<file path="config.mk">
export PLATFORM = sky130hd
export DESIGN_NAME = sc_statemachinepoint_repeat
export DESIGN_NICKNAME = d
export VERILOG_FILES = /design/src/rtl/sc_statemachinepoint_repeat_pkg.sv /design/src/rtl/sc_statemachinepoint_repeat_timer.sv /design/src/rtl/sc_statemachinepoint_repeat.sv
export SDC_FILE = /design/constraint.sdc
export NUM_CORES = 1
export LEC_CHECK = 0
export CORE_UTILIZATION = 53
export CTS_BUF_LIST = sky130_fd_sc_hd__clkbuf_16
export DETAILED_ROUTE_END_ITERATION = 6
export HOLD_SLACK_MARGIN = 0.08
export PLACE_DENSITY = 0.8
export SYNTH_ARGS = -nofsm -noshare
export SYNTH_HDL_FRONTEND = slang
export SYNTH_SLANG_ARGS = --single-unit
</file>
<file path="constraint.sdc">
create_clock -name SC_STATEMACHINEPOINT_CLOCK_50 -period 2.75 [get_ports SC_STATEMACHINEPOINT_CLOCK_50]
set_input_delay 0.825 -clock SC_STATEMACHINEPOINT_CLOCK_50 [delete_from_list [all_inputs] [get_ports SC_STATEMACHINEPOINT_CLOCK_50]]
set_output_delay 0.825 -clock SC_STATEMACHINEPOINT_CLOCK_50 [all_outputs]
set_load 0.02 [all_outputs]
</file>
<file path="src/rtl/sc_statemachinepoint_repeat_pkg.sv">
// Shared definitions for the point-control state machine with hold-to-repeat:
// state encoding, shift-select codes and the latched-command encoding.
package sc_statemachinepoint_repeat_pkg;

    // 4-bit state codes
    localparam logic [3:0] S_RESET   = 4'd0;
    localparam logic [3:0] S_START   = 4'd1;
    localparam logic [3:0] S_CHECK   = 4'd2;
    localparam logic [3:0] S_INIT    = 4'd3;
    localparam logic [3:0] S_UP      = 4'd4;
    localparam logic [3:0] S_DOWN    = 4'd5;
    localparam logic [3:0] S_LEFT    = 4'd6;
    localparam logic [3:0] S_RIGHT   = 4'd7;
    localparam logic [3:0] S_HOLD    = 4'd8;
    localparam logic [3:0] S_RELEASE = 4'd9;

    typedef enum logic [3:0] {
        ST_RESET   = S_RESET,
        ST_START   = S_START,
        ST_CHECK   = S_CHECK,
        ST_INIT    = S_INIT,
        ST_UP      = S_UP,
        ST_DOWN    = S_DOWN,
        ST_LEFT    = S_LEFT,
        ST_RIGHT   = S_RIGHT,
        ST_HOLD    = S_HOLD,
        ST_RELEASE = S_RELEASE
    } state_t;

    // shiftselection_Out codes
    localparam logic [1:0] SHIFT_LEFT  = 2'b01;
    localparam logic [1:0] SHIFT_RIGHT = 2'b10;
    localparam logic [1:0] SHIFT_HOLD  = 2'b11;

    // Command remembered while a button is held
    typedef enum logic [2:0] {
        CMD_NONE  = 3'd0,
        CMD_INIT  = 3'd1,
        CMD_UP    = 3'd2,
        CMD_DOWN  = 3'd3,
        CMD_LEFT  = 3'd4,
        CMD_RIGHT = 3'd5
    } cmd_t;

    // Command state that issues a given command; CHECK for "no command".
    function automatic state_t cmd_state(input cmd_t c);
        state_t s;
        s = ST_CHECK;
        case (c)
            CMD_INIT:  s = ST_INIT;
            CMD_UP:    s = ST_UP;
            CMD_DOWN:  s = ST_DOWN;
            CMD_LEFT:  s = ST_LEFT;
            CMD_RIGHT: s = ST_RIGHT;
            default:   s = ST_CHECK;
        endcase
        return s;
    endfunction

endpackage

</file>
<file path="src/rtl/sc_statemachinepoint_repeat_timer.sv">
// Hold-to-repeat interval timer: counts up from zero after a clear and
// saturates at the selected limit (first-repeat delay or repeat rate).
module sc_repeat_timer
    import sc_statemachinepoint_repeat_pkg::*;
#(
    parameter int               CNT_W       = 4,
    parameter logic [CNT_W-1:0] FIRST_LIMIT = '1,
    parameter logic [CNT_W-1:0] RATE_LIMIT  = '1
) (
    input  logic clk,
    input  logic rst,
    input  logic clr_In,
    input  logic inc_In,
    input  logic rate_sel_In,
    output logic done_Out
);

    logic [CNT_W-1:0] cnt_q;
    logic [CNT_W-1:0] cnt_d;
    logic [CNT_W-1:0] limit;

    assign limit    = rate_sel_In ? RATE_LIMIT : FIRST_LIMIT;
    // Limit is only switched together with a clear, so >= and == agree;
    // >= keeps the flag safe if the count ever sits above a smaller limit.
    assign done_Out = (cnt_q >= limit);

    // Clear wins over increment; increment stops at the limit (no wrap).
    always_comb begin
        cnt_d = cnt_q;
        if (clr_In) begin
            cnt_d = '0;
        end else if (inc_In && !done_Out) begin
            cnt_d = cnt_q + CNT_W'(1);
        end
    end

    // Counter register, asynchronously cleared.
    always_ff @(posedge clk or posedge rst) begin
        if (rst) begin
            cnt_q <= '0;
        end else begin
            cnt_q <= cnt_d;
        end
    end

endmodule

</file>
<file path="src/rtl/sc_statemachinepoint_repeat.sv">
// Point-control state machine: turns active-low buttons into one-cycle
// clear/load/shift commands, with boundary guards and hold-to-repeat.
//
//  state   | meaning
//  --------+-------------------------------------------------------------
//  RESET   | entered on reset, outputs idle
//  START   | one idle cycle after reset
//  CHECK   | waiting for a request (start > up > down > left > right)
//  INIT    | clear_OutLow active for one cycle
//  UP      | load0_OutLow active for one cycle
//  DOWN    | load1_OutLow active for one cycle
//  LEFT    | shift left for one cycle
//  RIGHT   | shift right for one cycle
//  HOLD    | button still held; timing the next auto-repeat
//  RELEASE | one idle cycle after all buttons are released
module sc_statemachinepoint_repeat #(
    parameter int REPEAT_DELAY = 25000000,
    parameter int REPEAT_RATE  = 5000000,
    parameter int CNT_W        = $clog2(((REPEAT_DELAY > REPEAT_RATE) ? REPEAT_DELAY : REPEAT_RATE) + 1)
) (
    input  logic       SC_STATEMACHINEPOINT_CLOCK_50,
    input  logic       SC_STATEMACHINEPOINT_RESET_InHigh,
    input  logic       start_InLow,
    input  logic       up_InLow,
    input  logic       down_InLow,
    input  logic       left_InLow,
    input  logic       right_InLow,
    input  logic       repeat_en_In,
    input  logic       topside_InLow,
    input  logic       bottomside_InLow,
    input  logic       leftside_InLow,
    input  logic       rightside_InLow,
    output logic       clear_OutLow,
    output logic       load0_OutLow,
    output logic       load1_OutLow,
    output logic [1:0] shiftselection_Out,
    output logic       repeating_Out
);

    import sc_statemachinepoint_repeat_pkg::*;

    state_t state_q;
    state_t state_d;
    cmd_t   cmd_q;
    cmd_t   cmd_d;
    logic   rate_sel_q;
    logic   rate_sel_d;
    logic   repeating_q;
    logic   repeating_d;

    logic   tmr_clr;
    logic   tmr_inc;
    logic   tmr_done;

    logic   all_released;
    logic   cmd_btn_low;
    logic   cmd_open;
    cmd_t   check_req;

    sc_repeat_timer #(
        .CNT_W      (CNT_W),
        .FIRST_LIMIT(CNT_W'(REPEAT_DELAY - 1)),
        .RATE_LIMIT (CNT_W'(REPEAT_RATE - 1))
    ) u_timer (
        .clk        (SC_STATEMACHINEPOINT_CLOCK_50),
        .rst        (SC_STATEMACHINEPOINT_RESET_InHigh),
        .clr_In     (tmr_clr),
        .inc_In     (tmr_inc),
        .rate_sel_In(rate_sel_q),
        .done_Out   (tmr_done)
    );

    assign all_released = start_InLow & up_InLow & down_InLow & left_InLow & right_InLow;

    // Button/boundary view of the latched command, and the prioritised request seen in CHECK.
    always_comb begin
        cmd_btn_low = 1'b0;
        cmd_open    = 1'b0;
        case (cmd_q)
            CMD_INIT: begin
                cmd_btn_low = !start_InLow;
                cmd_open    = 1'b1;
            end
            CMD_UP: begin
                cmd_btn_low = !up_InLow;
                cmd_open    = topside_InLow;
            end
            CMD_DOWN: begin
                cmd_btn_low = !down_InLow;
                cmd_open    = bottomside_InLow;
            end
            CMD_LEFT: begin
                cmd_btn_low = !left_InLow;
                cmd_open    = leftside_InLow;
            end
            CMD_RIGHT: begin
                cmd_btn_low = !right_InLow;
                cmd_open    = rightside_InLow;
            end
            default: begin
                cmd_btn_low = 1'b0;
                cmd_open    = 1'b0;
            end
        endcase

        check_req = CMD_NONE;
        if (!start_InLow) begin
            check_req = CMD_INIT;
        end else if (!up_InLow && topside_InLow) begin
            check_req = CMD_UP;
        end else if (!down_InLow && bottomside_InLow) begin
            check_req = CMD_DOWN;
        end else if (!left_InLow && leftside_InLow) begin
            check_req = CMD_LEFT;
        end else if (!right_InLow && rightside_InLow) begin
            check_req = CMD_RIGHT;
        end
    end

    // Next-state logic, command latch, repeat bookkeeping and timer control.
    always_comb begin
        state_d     = state_q;
        cmd_d       = cmd_q;
        rate_sel_d  = rate_sel_q;
        repeating_d = repeating_q;
        tmr_clr     = 1'b0;
        tmr_inc     = 1'b0;

        case (state_q)
            ST_RESET: begin
                state_d = ST_START;
            end
            ST_START: begin
                state_d = ST_CHECK;
            end
            ST_CHECK: begin
                if (check_req != CMD_NONE) begin
                    state_d    = cmd_state(check_req);
                    cmd_d      = check_req;
                    rate_sel_d = 1'b0;
                    tmr_clr    = 1'b1;
                end
            end
            ST_INIT, ST_UP, ST_DOWN, ST_LEFT, ST_RIGHT: begin
                // The command cycle is the first counted cycle of the interval.
                tmr_inc = 1'b1;
                state_d = ST_HOLD;
            end
            ST_HOLD: begin
                tmr_inc = 1'b1;
                if (all_released) begin
                    state_d     = ST_RELEASE;
                    repeating_d = 1'b0;
                end else if (cmd_btn_low && (cmd_q != CMD_INIT) && repeat_en_In && tmr_done) begin
                    // Whether issued or blocked, the next attempt is one rate interval away.
                    tmr_clr    = 1'b1;
                    rate_sel_d = 1'b1;
                    if (cmd_open) begin
                        state_d     = cmd_state(cmd_q);
                        repeating_d = 1'b1;
                    end
                end
            end
            ST_RELEASE: begin
                state_d = ST_CHECK;
            end
            default: begin
                state_d = ST_RESET;
            end
        endcase
    end

    // State and bookkeeping registers, asynchronously reset to idle.
    always_ff @(posedge SC_STATEMACHINEPOINT_CLOCK_50 or posedge SC_STATEMACHINEPOINT_RESET_InHigh) begin
        if (SC_STATEMACHINEPOINT_RESET_InHigh) begin
            state_q     <= ST_RESET;
            cmd_q       <= CMD_NONE;
            rate_sel_q  <= 1'b0;
            repeating_q <= 1'b0;
        end else begin
            state_q     <= state_d;
            cmd_q       <= cmd_d;
            rate_sel_q  <= rate_sel_d;
            repeating_q <= repeating_d;
        end
    end

    // Moore output decode from the state register.
    always_comb begin
        clear_OutLow       = 1'b1;
        load0_OutLow       = 1'b1;
        load1_OutLow       = 1'b1;
        shiftselection_Out = SHIFT_HOLD;
        case (state_q)
            ST_INIT:  clear_OutLow       = 1'b0;
            ST_UP:    load0_OutLow       = 1'b0;
            ST_DOWN:  load1_OutLow       = 1'b0;
            ST_LEFT:  shiftselection_Out = SHIFT_LEFT;
            ST_RIGHT: shiftselection_Out = SHIFT_RIGHT;
            default: begin
                clear_OutLow       = 1'b1;
                load0_OutLow       = 1'b1;
                load1_OutLow       = 1'b1;
                shiftselection_Out = SHIFT_HOLD;
            end
        endcase
    end

    assign repeating_Out = repeating_q;

endmodule
</file>
==> reports/qor.txt, run 1 <==
GR Layer Usage met3 - 4.00%
Post-synth EDFFs - 0
Avg Vias per Cell - 5.83
Max_slew headroom - 68.3%
CTS tree - done
Antenna diodes - 0
Final Critical Period - 2650 ps
I/O Buffers - 17
Detailed-route wire length per cell - 14.4 um
DR pass1 iterations - 4
Layout cells sized above 1 - 12.3%
Die H - 67.9 um
Net Sw Frac - 35.9%
Post-route cell area - 2790 um2
Post-Synthesis Cells - 264
Setup TNS - 0 ps
Worst path slowest cell - a311o_1
Internal Power - 0.00117 W
Total core area - 4090 um2
Max clock buf depth - 2
Number of global-route vias before repair - 1982
Post-DP HPWL - 3650 um
Max Slew Vio Count - 0
Top FF cell, synth - dfrtp_1
M1 GR Usage - 32.3%
CP Class - reg2reg
Post-synth top area share - 36.9%
Placed Area - 2630 um2
Most common cell after layout, fill and taps aside - dfrtp_1
Initial DRC count - 120
CP top delay family - compound AO/OA/AOI/OAI gates
Seq cells post-synth - 34
Syn Std Cell Area - 2300 um2
Place WS - 92.3 ps
Clock slew at reported path FFs - 60 ps
Initial Util - 56.4%
Status - complete, no violations
Tot GR Track Use - 25.5%
H-tree levels - 2
Via count - 2041
Post-synthesis sequential area ratio - 36.9%
Worst Tran Pin Value - 471 ps
Critical Path Fanout Max - 6
DRC violations left - 0
Worst IR drop on VDD - 0.573 mV
GR Layer Usage met2 - 44.5%
Synth area leaders - dfrtp_1 (37%), xnor2_1 (7.6%), ha_1 (5.4%), nor2_1 (5.4%), nand3_1 (3.9%)
Req. time, crit path - 2910 ps
Critical Path, Cell by Cell - buf_4 > ha_1 > and4b_1 > nand4_1 > a311o_1 > a31oi_4 > o21ai_0 > and2_1 > or2_2
Commonest cells after routing, fill and taps aside - dfrtp_1 (34), nor2_1 (33), xnor2_1 (20), nand3_1 (18), buf_4 (18)
Worst Setup Start Kind - flop
Row Count - 23
Async SR Flop Fraction - 100%
Clock Latency Late Sink - 280 ps
LEAKAGE - 1.20 nW
Period utilization - 96.4%
Setup violators final - 0
Synth cell types - 52
CP arrival - 2810 ps
Pin count of the biggest net entering global routing - 35
Average instance area after synthesis - 8.73 um2
Root Buffer - clkbuf_16
Critical Path Sink Type - flop
GRT Residual Overflow - 0
# IOs - 18
Fmax - 377 MHz
Total wire length - 5040 um
CP max stage delay - 430 ps
Yosys Warn Count - 0
Util after Layout - 68.2%
Routability Congestion - 0.863
Seq pwr share - 38.2%
Worst Hold Slack - 486 ps
Synth-to-layout area growth - 21.0%
Clock power frac - 28.9%
Nets@finish - 321
Tightest Hold Check Type - reg2reg
Initial antenna violation count - 0
CTS Sinks - 34
Most Used Layer, Global Route - met2
DIE WIDTH - 67.9 um
WP buf/inv - 1
RSZ-0062 raised after global routing - false
Cell taking the most area after synthesis - dfrtp_1
CTS buffer count - 5
Max-cap viol count - 0
P_sw - 0.000653 W
Final hold violation count - 0
Final WS setup - 100 ps
Combinational share of power - 32.9%
First-pass GRT wire length - 8870 um
Die area - 4610 um2
Final ANT Viol Nets - 0
Net Count, Synth - 286
PwrDens - 653 nW/um2
Clock skew - 6.27 ps
[area by class of cell]
class	count	area (um2)
Clock buffer	5	125
Clock inverter	3	12.5
Fill cell	361	1300
Inverter	9	33.8
Multi-Input combinational cell	214	1400
Sequential cell	34	851
Tap cell	50	62.6
Timing Repair Buffer	35	305
[path summary, 6_finish.rpt]
path	startpoint	endpoint	slack, ps	depth (start not counted)
min in group asynchronous	SC_STATEMACHINEPOINT_RESET_InHigh	cmd_q[0]	940	3
min reg2reg	repeating_Out	repeating_Out	490	1
max reg2reg	rate_sel_q	state_q[3]	100	9
min	repeating_Out	repeating_Out	490	1
max in group asynchronous	SC_STATEMACHINEPOINT_RESET_InHigh	u_timer.cnt_q[5]	1490	3
max	rate_sel_q	state_q[3]	100	9
[sequential cells by signal, indices dropped and copies added (netlist names)]
name           flops
repeating_Out      1
cmd_q              3
state_q            4
rate_sel_q         1
u_timer.cnt_q     25
[metal layers]
layer	wire length [um]	part of all wire, %
met1	2390	47
met2	2460	49
met3	143	2.8
met4	56	1.1
met5	0	0
[stage by stage]
stage / total power [W] / std cells
final: 0.00182 / 350
after global routing: 0.00194 / 350
after CTS: 0.00183 / 349
after detailed placement: 0.00129 / 341
after global placement: 0.00128 / 341
after floorplan: 0.00110 / 264
[cell usage after synthesis, drive strengths merged, types with 2 or more instances]
library cell  instances
xnor2                20
nor2b                 3
nand2                17
inv                   9
a31oi                 2
nor2                 33
clkbuf                2
o21a                  3
or2                   2
nand4b                2
nand4                 7
nor3b                 4
nor4                  7
o2111ai               2
and2                  3
nand2b                9
dfrtp                34
o21ai                12
or3                   5
buf                   5
a21oi                11
nand3                19
o22ai                 2
and3                  5
a211oi                2
nor3                 14
ha                   10
a21o                  3
[repair_timing]
action | in CTS | in global routing
hold buffers | 0 | 0
gates resized for setup | 0 | 2
setup endpoints to repair | 0 | 5
buffers inserted | 0 | 1
[cell families (layout without fill, tap and decap cells)]
logic type	after synthesis	after routing	share of synthesized area [%]
AOI/OAI and AO/OA	47	47	15.0
xor gates and xnor gates	20	20	7.60
adders and majority gates	10	10	5.43
buffers and inverters	16	52	2.93
DFF	34	34	36.9
muxes	2	2	0.923
and+or+nand+nor	135	135	31.1
[power by group through the flow]
| stage | registers, W | logic, W | clock network (W) |
|---|---|---|---|
| finish | 0.000696 | 0.000598 | 0.000526 |
| global route | 0.000710 | 0.000678 | 0.000556 |
| CTS | 0.000693 | 0.000599 | 0.000536 |
| detailed placement | 0.000701 | 0.000593 | 0 |
| global placement | 0.000696 | 0.000584 | 0 |
| floorplan | 0.000660 | 0.000441 | 0 |
No activity file was read; power rests on OpenSTA's default activity.
==> run 2: changes to the inputs <==
--- a/config.mk
+++ b/config.mk
@@ -5,11 +5,14 @@
 export SDC_FILE = /design/constraint.sdc
 export NUM_CORES = 1
 export LEC_CHECK = 0
-export CORE_UTILIZATION = 53
+export CELL_PAD_IN_SITES_DETAIL_PLACEMENT = 2
+export CELL_PAD_IN_SITES_GLOBAL_PLACEMENT = 2
+export CORE_MARGIN = 10
+export CORE_UTILIZATION = 32
 export CTS_BUF_LIST = sky130_fd_sc_hd__clkbuf_16
 export DETAILED_ROUTE_END_ITERATION = 6
 export HOLD_SLACK_MARGIN = 0.08
-export PLACE_DENSITY = 0.8
+export PLACE_DENSITY = 0.79
 export SYNTH_ARGS = -nofsm -noshare
 export SYNTH_HDL_FRONTEND = slang
 export SYNTH_SLANG_ARGS = --single-unit
==> run 2 against run 1 <==
Against the previous run:
- clock power shrank 1%
- largest power group unchanged
- combinational power grew 7.5%
- clock skew shrank 2.2 ps
- flip-flop and latch count is the same
- count of clock-buffer cells in the layout is the same
- sequential share of layout area shrank 0.70 points
==> reports/qor.txt, run 2 (synthesis results as in run 1) <==
Worst Tran Pin Value - 632 ps (was 471 ps)
Worst Setup Start Kind - flop (unchanged)
Final WS setup - 71.2 ps (was 100 ps)
# IOs - 18 (unchanged)
Via count - 2157 (was 2041)
Most common cell after layout, fill and taps aside - dfrtp_1 (unchanged)
Nets@finish - 320 (was 321)
Post-CTS sizing - 0 (unchanged)
CTS tree - done (unchanged)
Worst IR drop on VDD - 0.258 mV (was 0.573 mV)
Tightest Hold Check Type - reg2reg (unchanged)
LEAKAGE - 1.18 nW (was 1.20 nW)
CP arrival - 2880 ps (was 2810 ps)
Row Count - 30 (was 23)
Initial antenna violation count - 0 (unchanged)
Period utilization - 97.4% (was 96.4%)
Die H - 105 um (was 67.9 um)
Clock skew - 4.11 ps (was 6.27 ps)
Setup violators final - 0 (unchanged)
Final Critical Period - 2680 ps (was 2650 ps)
Initial DRC count - 45 (was 120)
Met2 Wirelength - 3750 um (was 2460 um)
PwrDens - 652 nW/um2 (was 653 nW/um2)
Post-route cell area - 2850 um2 (was 2790 um2)
Antenna diodes - 0 (unchanged)
Max Slew Vio Count - 0 (unchanged)
Avg Vias per Cell - 5.49 (was 5.83)
Met1 WL - 3350 um (was 2390 um)
Total core area - 6910 um2 (was 4090 um2)
Die area - 11000 um2 (was 4610 um2)
Tot Pwr - 0.00186 W (was 0.00182 W)
DRC violations left - 0 (unchanged)
H-tree levels - 2 (unchanged)
First-pass GRT wire length - 12300 um (was 8870 um)
Biggest registers after layout - u_timer.cnt_q x25, state_q x4, cmd_q x3 (unchanged)
Final hold violation count - 0 (unchanged)
CTS Sinks - 34 (unchanged)
Synth-to-layout area growth - 23.8% (was 21.0%)
Placed Area - 2690 um2 (was 2630 um2)
Clock slew at reported path FFs - 50 ps (was 60 ps)
Commonest cells after routing, fill and taps aside - dfrtp_1 (34), nor2_1 (33), xnor2_1 (20), nand3_1 (18) (was dfrtp_1 (34), nor2_1 (33), xnor2_1 (20), nand3_1 (18), buf_4 (18))
Max-cap viol count - 0 (unchanged)
DIE WIDTH - 105 um (was 67.9 um)
Number of global-route vias before repair - 2344 (was 1982)
Fmax - 373 MHz (was 377 MHz)
Critical Path Sink Type - flop (unchanged)
Req. time, crit path - 2950 ps (was 2910 ps)
Final ANT Viol Nets - 0 (unchanged)
Fill count - 806 (was 361)
Max clock buf depth - 2 (unchanged)
Total wire length - 7370 um (was 5040 um)
DR pass1 iterations - 4 (unchanged)
Post-route insts no fill - 393 (was 350)
Top sig layer - met4 (unchanged)
Setup Fix Bufs, Post-CTS - 0 (unchanged)
Setup TNS - 0 ps (unchanged)
Place WS - -49.1 ps (was 92.3 ps)
Most flops, register - u_timer.cnt_q (unchanged)
Layout cells sized above 1 - 13.1% (was 12.3%)
CP Class - reg2reg (unchanged)
Max reg flops - 25 (unchanged)
Critical Path Fanout Max - 6 (unchanged)
CTS buffer count - 5 (unchanged)
Clock Latency Late Sink - 280 ps (about the same)
Status - complete, no violations (unchanged)
Max_slew headroom - 57.5% (was 68.3%)
Cell count after placement - 387 (was 341)
Pin count of the biggest net entering global routing - 35 (unchanged)
Detailed-route wire length per cell - 18.7 um (was 14.4 um)
Post-DP HPWL - 5240 um (was 3650 um)
GRT Residual Overflow - 0 (unchanged)
Routability Congestion - 0.777 (was 0.863)
Routed wl met3 - 170 um (was 143 um)
Root Buffer - clkbuf_16 (unchanged)
Initial Util - 33.4% (was 56.4%)
Worst reg-to-reg setup slack - 70 ps (was 100 ps)
Hold buffer count at cts - 0 (unchanged)
I/O Buffers - 17 (unchanged)
Tot GR Track Use - 13.4% (was 25.5%)
## run 2: critical path, cell delays in order, from the launching register on
cell	delay, ps
dfrtp_1	440
buf_4	180
ha_1	190
a21o_1	190
a211oi_2	210
buf_4	150
a2bb2oi_4	170
a31oi_4	120
or3_4	430
or3_4	380
a21oi_2	140
## run 2: cell type report
class                   count  area, um2  share of cell area, %
inverters                   9       33.8                   1.18
clock inverters             1       3.75                  0.132
well taps                  96        120                   4.21
multi-input cells         214       1420                   49.7
repair buffers             34        302                   10.6
clock buffers               5        125                   4.39
flip-flops and latches     34        851                   29.8
## run 2: per-stage QoR
stage	util (%)	hold WS, ps
2_1_floorplan	-	503
6_report	41.3	494
3_5_place_dp	38.9	491
3_3_place_gp	38.9	477
4_1_cts	40.8	504
5_1_grt	41.3	510
## run 2: final timing paths
check	start	to	cells after the start
worst min register to register	repeating_Out	repeating_Out	1
worst max register to register	rate_sel_q	u_timer.cnt_q[19]	10
worst min-delay path	repeating_Out	repeating_Out	1
max in group asynchronous	SC_STATEMACHINEPOINT_RESET_InHigh	u_timer.cnt_q[17]	3
min in group asynchronous	SC_STATEMACHINEPOINT_RESET_InHigh	state_q[1]	3
worst max-delay path	rate_sel_q	u_timer.cnt_q[19]	10
## run 2: report_power, final
group	switching, W	total, W	leakage (nW)	internal (W)
logic	0.000366	0.000643	0.657	0.000277
registers	0.000126	0.000696	0.463	0.000570
clock network	0.000198	0.000520	0.0632	0.000322
## run 2: routing by layer
metal	vias up	GRT usage (%)
met4	0	3.73
met5	-	0
li1	1017	-
met2	26	23.5
met1	1107	16.4
met3	7	2.15
